--- src/rtl/seq_arith_unit.sv ---
// seq_arith_unit: W-bit sequential arithmetic unit (LOAD / ADD / SUB / MUL)
// with a start/busy/done handshake, signed or unsigned operation, overflow
// and negative flags, and a sticky protocol-error flag.
//
// Handshake: start is sampled only on an edge where busy=0; that edge latches
// op/sgn/a/b and raises busy. busy stays high until the edge that writes the
// result, on which done pulses high for exactly one cycle and busy drops, so a
// new start presented during the done cycle is accepted (back-to-back). A
// start presented while busy=1 is ignored and sets err.
module seq_arith_unit #(
    parameter int W = 16
) (
    input  logic           CLK,
    input  logic           RST,
    input  logic           start,
    input  logic [1:0]     op,
    input  logic           sgn,
    input  logic [W-1:0]   a,
    input  logic [W-1:0]   b,
    input  logic           clr_err,
    output logic           busy,
    output logic           done,
    output logic [2*W-1:0] result,
    output logic           ovf,
    output logic           neg,
    output logic           err,
    output logic [1:0]     state_dbg
);

    localparam int CW = (W > 1) ? $clog2(W) : 1;
    localparam logic [CW-1:0] CNT_LAST = CW'(W - 1);

    localparam logic [1:0] OP_LOAD = 2'b00;
    localparam logic [1:0] OP_ADD  = 2'b01;
    localparam logic [1:0] OP_SUB  = 2'b10;
    localparam logic [1:0] OP_MUL  = 2'b11;

    typedef enum logic [1:0] {
        S_IDLE = 2'd0,
        S_MUL  = 2'd1,
        S_FIX  = 2'd2
    } state_t;

    state_t         state;
    logic [1:0]     op_q;
    logic           sgn_q;
    logic [W-1:0]   a_q;
    logic [W-1:0]   b_q;        // ALU operand B, or the shifting multiplier
    logic [2*W-1:0] mcand;      // multiplicand magnitude, shifted left each step
    logic [2*W-1:0] acc;
    logic           neg_prod;   // product must be negated in FIX
    logic [CW-1:0]  cnt;

    logic [W:0]     add_full;
    logic [W:0]     sub_full;
    logic [2*W-1:0] alu_res;
    logic           alu_ovf;
    logic [W-1:0]   a_mag;
    logic [W-1:0]   b_mag;
    logic [2*W-1:0] fix_val;

    assign state_dbg = state;

    // One extra bit captures the unsigned carry / borrow.
    assign add_full = {1'b0, a_q} + {1'b0, b_q};
    assign sub_full = {1'b0, a_q} - {1'b0, b_q};

    // Magnitudes stay W-bit unsigned, so -2^(W-1) maps to 2^(W-1) exactly.
    assign a_mag = (sgn && a[W-1]) ? -a : a;
    assign b_mag = (sgn && b[W-1]) ? -b : b;

    assign fix_val = neg_prod ? -acc : acc;

    // Single-cycle result and overflow for LOAD / ADD / SUB from latched operands.
    always_comb begin
        alu_res = '0;
        alu_ovf = 1'b0;
        case (op_q)
            OP_LOAD: begin
                alu_res = {{W{sgn_q & a_q[W-1]}}, a_q};
            end
            OP_ADD: begin
                alu_res = {{W{sgn_q & add_full[W-1]}}, add_full[W-1:0]};
                alu_ovf = sgn_q ? ((a_q[W-1] == b_q[W-1]) && (add_full[W-1] != a_q[W-1]))
                                : add_full[W];
            end
            OP_SUB: begin
                alu_res = {{W{sgn_q & sub_full[W-1]}}, sub_full[W-1:0]};
                alu_ovf = sgn_q ? ((a_q[W-1] != b_q[W-1]) && (sub_full[W-1] != a_q[W-1]))
                                : sub_full[W];
            end
            default: begin
                alu_res = '0;
                alu_ovf = 1'b0;
            end
        endcase
    end

    // Control FSM, shift-add datapath, registered outputs and sticky error.
    always_ff @(posedge CLK) begin
        if (RST) begin
            state    <= S_IDLE;
            cnt      <= '0;
            busy     <= 1'b0;
            done     <= 1'b0;
            result   <= '0;
            ovf      <= 1'b0;
            neg      <= 1'b0;
            err      <= 1'b0;
            op_q     <= OP_LOAD;
            sgn_q    <= 1'b0;
            a_q      <= '0;
            b_q      <= '0;
            mcand    <= '0;
            acc      <= '0;
            neg_prod <= 1'b0;
        end else begin
            done <= 1'b0;

            // A new violation wins over a clear in the same cycle.
            if (start && busy) begin
                err <= 1'b1;
            end else if (clr_err) begin
                err <= 1'b0;
            end

            case (state)
                S_IDLE: begin
                    if (busy) begin
                        // Complete a pending LOAD / ADD / SUB.
                        result <= alu_res;
                        ovf    <= alu_ovf;
                        neg    <= sgn_q & alu_res[2*W-1];
                        done   <= 1'b1;
                        busy   <= 1'b0;
                    end else if (start) begin
                        op_q  <= op;
                        sgn_q <= sgn;
                        busy  <= 1'b1;
                        if (op == OP_MUL) begin
                            a_q      <= a;
                            mcand    <= {{W{1'b0}}, a_mag};
                            b_q      <= b_mag;
                            neg_prod <= sgn & (a[W-1] ^ b[W-1]);
                            acc      <= '0;
                            cnt      <= '0;
                            state    <= S_MUL;
                        end else begin
                            a_q <= a;
                            b_q <= b;
                        end
                    end
                end
                S_MUL: begin
                    if (b_q[0]) begin
                        acc <= acc + mcand;
                    end
                    mcand <= mcand << 1;
                    b_q   <= b_q >> 1;
                    cnt   <= cnt + 1'b1;
                    if (cnt == CNT_LAST) begin
                        state <= S_FIX;
                    end
                end
                S_FIX: begin
                    result <= fix_val;
                    ovf    <= 1'b0;
                    neg    <= sgn_q & fix_val[2*W-1];
                    done   <= 1'b1;
                    busy   <= 1'b0;
                    state  <= S_IDLE;
                end
                default: begin
                    state <= S_IDLE;
                end
            endcase
        end
    end

endmodule

--- config.mk ---
export PLATFORM = sky130hd
export DESIGN_NAME = seq_arith_unit
export DESIGN_NICKNAME = d
export VERILOG_FILES = /design/src/rtl/seq_arith_unit.sv
export SDC_FILE = /design/constraint.sdc
export NUM_CORES = 1
export LEC_CHECK = 0
export BUFFER_PORTS_ARGS = -buffer_cell sky130_fd_sc_hd__buf_2
export CORE_ASPECT_RATIO = 0.5
export CORE_MARGIN = 2
export CORE_UTILIZATION = 50
export CTS_BUF_LIST = sky130_fd_sc_hd__clkbuf_4 sky130_fd_sc_hd__clkbuf_8
export DETAILED_ROUTE_END_ITERATION = 8
export PLACE_DENSITY = 0.71
export RECOVER_POWER = 100
export SYNTH_ARGS = -nofsm -noshare
export SYNTH_HDL_FRONTEND = slang
export SYNTH_SLANG_ARGS = --single-unit
--- constraint.sdc ---
create_clock -name CLK -period 2.84 [get_ports CLK]
set_input_delay 0.426 -clock CLK [delete_from_list [all_inputs] [get_ports CLK]]
set_output_delay 0.426 -clock CLK [all_outputs]
set_load 0.03 [all_outputs]
==> impl.org, run 1 <==
** Timing
- After layout, the minimum clock period comes to 2.83 ns.
- In this run the tightest slew margin relative to its limit is 3.04%.
- Post-route clock skew :: 0.0113 ns
- Post-route clock period utilization :: 99.8%
- Final count of hold timing violations :: 0
- Worst setup slack after layout :: 0.00519 ns
- Setup repair after global routing could not meet its margin everywhere.
- Final hold analysis gives a worst-case slack of 0.211 ns.
- Worst Tran Pin Value :: 1.45 ns
- Total count of max-transition violations in the final report :: 0
- Setup violations remaining at the end of the flow were counted as 0.
- Achievable frequency :: 0.353 GHz

** Detailed routing
- Residual DRC :: 0
- Dividing the detail-routed via count by the number of cells gives 6.00.
- Routed met2 length :: 15.0 mm
- Summed over all layers, the routed wires come to 31.8 mm.
- For this block, wires on met1 add up to 14.4 mm.
- In the detailed route, the total length drawn on met3 is 1.77 mm.
- The detailed router used layers up to and including met4.
- 1st-iter DRT viols :: 883
- Detailed routing inserted a total of 10199 vias.
- Pre-Repair DR Iteration Count :: 6
- Average wire length per cell after detail routing :: 18.7 µm
- The count of nets left with antenna violations once routing finished came out at 0.

** Setup path
- Sum of buffers and inverters on the critical path :: 1
- In this run the critical register-to-register path is captured at result[31]$_SDFFE_PP0P_.
- The number of cells on the worst reg-to-reg path is 9.
- The largest single stage delay on the critical path is 0.56 ns.
- Crit path depth :: 9
- The critical path is of the flip-flop to flip-flop type.
- Launch point of the critical path :: acc[4]$_SDFFE_PP0P_
- Beginning of the worst register-to-register path :: acc[4]$_SDFFE_PP0P_
- The critical path goes through or4_4 > nor4_4 > nand3_2 > or4_4 > o31ai_4 > xnor2_2 > nand2_2 > buf_4 > a311oi_1.
- CP top delay family :: simple AND/OR/NAND/NOR gates
- Critical Path Sink Type :: flip-flop
- Dominant cell type by count on the critical path :: or4_4
- STA classifies the critical path startpoint as a flip-flop.
- Data on the critical path is required at its endpoint by 3.22 ns.
- Library cell contributing the largest single delay on the critical path :: or4_4
- CP Data Arrival Time :: 3.22 ns
- In this run the worst setup path terminates at result[31]$_SDFFE_PP0P_.
- In this run the worst path has a maximum fanout of 3.
- Worst R2R Setup Slack :: 0.005 ns

** Power and ir drop
- Maximum vdd ir drop :: 351 µV
- P per Cell Area :: 440 nW/µm²
- In this run the static leakage power is 4.97 nW.

** Logic synthesis
- Total of flip-flops plus latches after synthesis :: 143
- After synthesis, the largest family of logic cells by area is compound AO/OA/AOI/OAI gates.
- Sequential elements use 28.8% of the synthesized area.
- The synthesized netlist devotes 19.8% of its cell area to simple gates.
- Synthesis produced a netlist with a net count of 1387.
- After technology mapping, the gate count stands at 1274.
- Mean Syn Cell Area :: 7.79 µm²
- Counting flops with an async set or reset pin after synthesis yields a share of 0%.
- Synth Area in Compound Gates :: 26.2%
- Among all flip-flop cells after synthesis, the most frequent one is dfxtp_1.
- Summing every instance area after synthesis gives 9930 µm².
- Mux contribution to synthesized area :: 0.643%
- Number of synthesis warnings :: 0
- In this run, distinct cell masters in the synthesized netlist total 69.
- The synthesized netlist devotes 9.79% of its cell area to XOR and XNOR gates.
- Number of enable flip-flop cells after synthesis :: 0
- Adder and majority gate portion of the synthesized area :: 9.55%

** Place
- Post-placement worst setup slack :: -0.201 ns
- HPWL after DPL :: 23.2 mm
- Routability-driven placement congestion ratio :: 0.916
- Post-placement cell area :: 11300 µm²
- Cell Count Post-Placement :: 1659
- Number of I/O port buffers :: 77

** Run
- Number of violations of the max-capacitance limit :: 0

** Floorplan
- For this configuration, the core starts out at a cell density of 51.0%.
- Die X-Extent :: 203 µm
- In this run the vertical extent of the chip is 104 µm.
- The total area inside the core boundary comes to 19500 µm².
- Floorplan row count :: 36
- DIE AREA :: 21100 µm²
- Pin placement for this block handled 78 I/O pins.

** Global routing
- Overall fraction of global-route tracks in use :: 30.0%
- Summed over all layers, the global routing overflow is 0.
- Antenna violations before repair :: 0
- Entering global routing, the biggest net connects 70 pins.
- Global-route wire length before repair :: 50.9 mm
- The number of global-route vias before repair is 9777.

** Clocking
- CTS H-tree depth :: 4
- The clock net in this run drives a total of 143 sinks.
- Counting the buffers created by CTS gives 17.
- Clk slew on worst S/H paths :: 0.09 ns
- Clock latency at the later pin of the worst-skew pair :: 0.47 ns
- Clk Tree Root Cell :: clkbuf_8
- TritonCTS built the clock tree.
- Counting along the longest clock path gives a buffer depth of 2.

** Cells and area
- Fraction of final layout cells with drive strength greater than 1 :: 20.0%
- Nets@finish :: 1533
- Layout Area Growth over Synthesis :: 21.7%
- Final instance count without filler cells :: 1699
- Highest-count cells in the layout ignoring fill and taps :: nor2_1 (156), dfxtp_1 (132), buf_4 (119)
- Final Util :: 62.1%
- The library cell used most frequently in the layout, excluding fill and tap cells, is nor2_1.
- The finished cells cover 12100 µm².
- The repair_antennas step left the layout with diodes totalling 0.

** Run status
- The flow ran to the end, and the final reports show no timing, DRC or antenna violations.

** Hold path
- Class of the tightest hold or removal check :: primary input to flip-flop
## worst min-delay path, delay by kind of cell
kind	cells	cell delay (ns)
AO/OA/AOI/OAI	1	0.06
buffers and inverters	1	0.07
AND/OR/NAND/NOR	1	0.08
## layout make-up
cell class / instances / area, µm²
flip-flops and latches: 143 / 2880
well taps: 266 / 333
repair buffers: 209 / 1310
clock inverters: 14 / 156
fillers: 1734 / 7370
clock buffers: 18 / 241
multi-input cells: 995 / 6960
inverters: 54 / 203
## metrics by stage
| stage | total power [mW] | setup TNS [ns] |
|---|---|---|
| final | 5.32 | 0 |
| after global routing | 5.55 | -0.786 |
| after CTS | 5.23 | -0.00461 |
| after detailed placement | 3.50 | -1.52 |
| after global placement | 3.49 | -0.338 |
| after floorplan | 3.02 | 0 |
## how the worst min path moves through the flow
stage                                      start                endpoint  slack [ns]  cells after the start
after detailed placement        neg$_SDFFE_PP0P_        neg$_SDFFE_PP0P_        0.45                      2
final                                    clr_err        err$_SDFFE_PP0P_        0.21                      3
after global placement          neg$_SDFFE_PP0P_        neg$_SDFFE_PP0P_        0.44                      2
after floorplan           mcand[13]$_SDFFE_PP0P_  mcand[13]$_SDFFE_PP0P_        0.45                      2
after CTS                                clr_err        err$_SDFFE_PP0P_        0.18                      3
after global routing                     clr_err        err$_SDFFE_PP0P_        0.22                      3
## what timing repair did
action | CTS | global route
setup buffers | 2 | 8
resized for setup | 15 | 77
hold buffers | 0 | 0
cloned | 0 | 0
endpoints found under the setup margin | 24 | 36
pin swaps | 14 | 47
## metal layers
metal	vias to the layer above	global-route usage, %
met2	285	49.4
met4	0	9.02
li1	4881	-
met1	4976	39.8
met3	57	5.82
met5	-	0
## state kept, by name, indices dropped and copies added (netlist names)
register   cells
acc           32
mcand         32
result        32
a_q           16
b_q           16
cnt            4
op_q           2
state_dbg      2
busy           1
done           1
err            1
neg            1
neg_prod       1
ovf            1
sgn_q          1
## Yosys cell counts (all sizes together), types with 12 or more instances
cell      n  area, µm²
inv      54        203
nor2b    12       75.1
nand2   115        432
nor3     22        115
nand2b   17        116
nor2    157        589
a31oi    15       93.8
clkbuf   74        278
a211oi   29        218
xnor2    75        657
o21ai    54        270
o31ai    20        164
a22oi    28        210
ha       71        888
nand3    31        160
dfxtp   143       2860
xor2     36        315
a222oi   20        200
a21oi   118        591
a21o     14        105
## kinds of logic after synthesis
group,after synthesis
AO/OA/AOI/OAI,387
XOR/XNOR,111
adder cells (fa/ha/maj),74
buffers and inverters,136
flip-flops,143
multiplexers,6
AND/OR/NAND/NOR,417
## power breakdown
group	switching (mW)	total (mW)	leakage, nW	internal, mW
Sequential	0.0728	2.17	1.17	2.09
Combinational	0.852	1.44	3.61	0.586
Clock	0.907	1.71	0.195	0.803
Total	1.83	5.32	4.97	3.48
Power figures use the tool's default switching activity.
==> run 2: changes to the inputs <==
--- a/config.mk
+++ b/config.mk
@@ -6,12 +6,14 @@
 export NUM_CORES = 1
 export LEC_CHECK = 0
 export BUFFER_PORTS_ARGS = -buffer_cell sky130_fd_sc_hd__buf_2
+export CELL_PAD_IN_SITES_DETAIL_PLACEMENT = 1
+export CELL_PAD_IN_SITES_GLOBAL_PLACEMENT = 1
 export CORE_ASPECT_RATIO = 0.5
 export CORE_MARGIN = 2
-export CORE_UTILIZATION = 50
+export CORE_UTILIZATION = 42
 export CTS_BUF_LIST = sky130_fd_sc_hd__clkbuf_4 sky130_fd_sc_hd__clkbuf_8
 export DETAILED_ROUTE_END_ITERATION = 8
-export PLACE_DENSITY = 0.71
+export PLACE_DENSITY_LB_ADDON = 0.1
 export RECOVER_POWER = 100
 export SYNTH_ARGS = -nofsm -noshare
 export SYNTH_HDL_FRONTEND = slang
==> run 2 against run 1 <==
  * The run now ends with setup timing left
  * Sequential share of layout area decreased by 0.88 points
  * Via count increased by 1.3%
  * Power increased by 4.5%
  * Global-route usage decreased by 0.42 points
  * Critical path type unchanged
  * Highest routed layer unchanged
==> impl.org, run 2 (synthesis results as in run 1) <==
** Floorplan
- The I/O pin total was 78 (unchanged).
- Area of the placeable core :: 23000 µm² (+18%)
- Starting utilization of the core area :: 43.1% (-7.9 points)
- Vertical die dimension :: 113 µm (+8.8%)
- The area of the die came to 25000 µm² (+18%).
- The horizontal extent of the die was 221 µm (+8.9%).
- Floorplan row count :: 39 (+8.3%)

** Cells and area
- Leading cell type in the layout, fill and taps excluded :: nor2_1
- The number of fill cells in the layout was 2797 (+61%).
- Relative to the synthesized area, the layout overhead comes to 27.0%.
- Nets@finish :: 1558 (+1.6%)
- Fraction of final layout cells with drive strength greater than 1 :: 23.9% (+3.9 points)
- Final instance count without filler cells :: 1763 (+3.8%)
- The largest registers in the layout are acc: 32 flops, mcand: 32 flops, result: 32 flops.
- Number of antenna repair diodes :: 0 (unchanged)
- The library cells used most frequently in the layout, excluding fill and tap cells, are nor2_1 (153), buf_4 (146), dfxtp_1 (126).

** Clocking
- The maximum count of clock buffers along a single path was 2 (unchanged).
- CTS tree :: done
- The later-pin clock latency in the skew report is 0.52 ns (+0.05 ns).
- The number of clock buffers inserted by TritonCTS is 17 (unchanged).
- The clock edge transition at the registers on the reported setup and hold paths came to 0.09 ns (about the same).
- Clk sink count :: 143 (unchanged)
- The quantity of hold-fixing buffers added after cts was 0 (unchanged).
- The total number of H-tree levels came to 4 (unchanged).
- Clk Tree Root Cell :: clkbuf_8

** Power and ir drop
- P per Cell Area :: 441 nW/µm² (+0.16%)
- The leakage power of the design was 5.20 nW (+4.6%).
- Total net switching power :: 1.87 mW (+1.8%)
- The peak supply drop came to 248 µV (-29%).
- The internal power of the cells came to 3.69 mW (+6.0%).
- The clock group share of total power was 33.4% (+1.2 points).
- Sequential share of power :: 39.2% (-1.6 points)
- The total power was 5.56 mW (+4.5%).
- Logic gate share of total power :: 27.4% (+0.3 points)
- Fraction of power spent switching nets :: 33.6% (-0.89 points)

** Run status
- Result of the run :: complete, but fails checks
- Violated checks :: setup timing

** Detailed routing
- Via total after detailed routing :: 10334 (+1.3%)
- The length of the first detailed-routing pass in iterations came to 6 (unchanged).
- Via density :: 5.86 (-2.4%)
- Residual DRC :: 0 (unchanged)
- Remaining antenna violation count after routing :: 0 (unchanged)
- The detailed-route wire length per cell was 21.1 µm (+13%).
- The number of design-rule violations left by the first detailed-router iteration was 683 (-23%).
- The routed wire length came to 37.2 mm (+17%).

** Timing
- The achievable frequency was 0.339 GHz (-3.8%).
- Post-route clock skew :: 0.0177 ns (+0.00641 ns)
- Worst Tran Pin Value :: 1.31 ns (-0.142 ns)
- The final worst setup slack was -0.108 ns (-0.113 ns).
- Worst rel slew slack :: 12.5% (+9.5 points)
- Post-route clock period utilization :: 104% (+4.0 points)
- Clock period minus final worst setup slack :: 2.95 ns (+0.113 ns)
- Final count of hold timing violations :: 0 (unchanged)
- Number of endpoints failing setup at the final stage :: 2 (+2)
- The number of pins exceeding their max-slew limit in the final report came to 0 (unchanged).
- Setup repair after global routing could not meet its margin everywhere.

** Place
- The final weighted congestion in routability-driven placement is 0.931 (+1.6%).
- Number of I/O port buffers :: 77 (unchanged)
- The HPWL after detailed placement was 27.6 mm (+19%).
- Post-placement worst setup slack :: -0.304 ns (-0.103 ns)
- The cell total after placement is 1711 (+3.1%).

** Global routing
- The wire length of the first global-routing pass came to 58.2 mm (+14%).
- The number of global-route vias before repair came to 10613 (+8.6%).
- Overall fraction of global-route tracks in use :: 29.6% (-0.42 points)
- The total global routing overflow came to 0 (unchanged).
- Largest net degree at the start of global routing :: 59 (-16%)
- The number of antenna violations at the first check in global routing is 0 (unchanged).

** Run
- Number of violations of the max-capacitance limit :: 0 (unchanged)

** Hold path
- The instance count along the most critical hold path was 3 (unchanged).
- The path class of the tightest hold or removal check is primary input to flip-flop.

** Setup path
- Setup Crit Path Kind :: flip-flop to flip-flop
- The worst path arrival time came to 3.35 ns (+0.13 ns).
- The maximum fanout count along the critical path was 3 (unchanged).
- The data required time at the worst endpoint is 3.24 ns (+0.02 ns).
- Logic depth of the worst register-to-register path :: 13 (+4)
- The worst setup path is captured at a flip-flop.
- The worst setup path is launched from a flip-flop.
run 2: cell count changes in the layout (fill, tap and decap cells not counted), sizes merged:
cell / change
bufinv: +2
inv: -1
clkbuf: -5
and2: +1
clkinv: -3
buf: +29
run 2: layout make-up:
type | instances | area, µm² | share of cell area [%]
Clock buffer | 18 | 248 | 1.96
Clock inverter | 12 | 183 | 1.45
Inverter | 54 | 205 | 1.63
Multi-Input combinational cell | 996 | 7200 | 57.1
Sequential cell | 143 | 2890 | 22.9
Tap cell | 307 | 384 | 3.05
Timing Repair Buffer | 233 | 1500 | 11.9
run 2: metrics by stage:
| stage | utilization [%] | setup TNS (ns) | hold WS (ns) | instance area, µm² |
|---|---|---|---|---|
| 2_1_floorplan | - | 0 | 0.454 | 9950 |
| 3_3_place_gp | 49.6 | -0.905 | 0.445 | 11400 |
| 3_5_place_dp | 49.6 | -3.13 | 0.468 | 11400 |
| 4_1_cts | 52.6 | -0.121 | 0.152 | 12100 |
| 5_1_grt | 54.8 | -1.53 | 0.178 | 12600 |
| 6_report | 54.8 | -0.119 | 0.180 | 12600 |
run 2: final timing paths:
check,from,endpoint,slack (ns)
setup / recovery,a_q[0]$_SDFFE_PP0P_,result[12]$_SDFFE_PP0P_,-0.11
hold / removal,clr_err,err$_SDFFE_PP0P_,0.18
setup reg to reg,a_q[0]$_SDFFE_PP0P_,result[12]$_SDFFE_PP0P_,-0.11
hold reg to reg,err$_SDFFE_PP0P_,err$_SDFFE_PP0P_,0.48
run 2: power by group through the flow:
stage	registers, mW	clock network, mW	logic, mW
4_1_cts	2.17	1.88	1.41
2_1_floorplan	2.27	0	0.743
5_1_grt	2.19	1.98	1.65
6_report	2.18	1.86	1.52
3_5_place_dp	2.21	0	1.34
3_3_place_gp	2.21	0	1.32
run 2: critical path: stages (launching register included):
cell and delay [ns]:
dfxtp_2 0.34, buf_6 0.11, ha_4 0.15, fa_2 0.43, nand2b_4 0.11, a221oi_4 0.07
o211a_1 0.29, a221oi_2 0.24, buf_4 0.17, o21bai_1 0.07, xnor2_1 0.14, a222oi_1 0.38
o22ai_1 0.14, o21a_1 0.18
run 2: layer usage:
layer  part of all wire (%)  wire length [µm]  up-vias  track usage, %
met4                    1.9               722        0            8.11
met2                     48             17900      175            51.5
met5                      0                 0        -               0
li1                       -                 -     4912               -
met3                    4.5              1690       49            6.02
met1                     45             16900     5198            37.6
run 2: timing repair:
item	4_1_cts	5_1_grt
cloned	0	1
endpoints found under the setup margin	30	37
pin swaps	28	54
gates resized for setup	40	104
buffers inserted	11	14
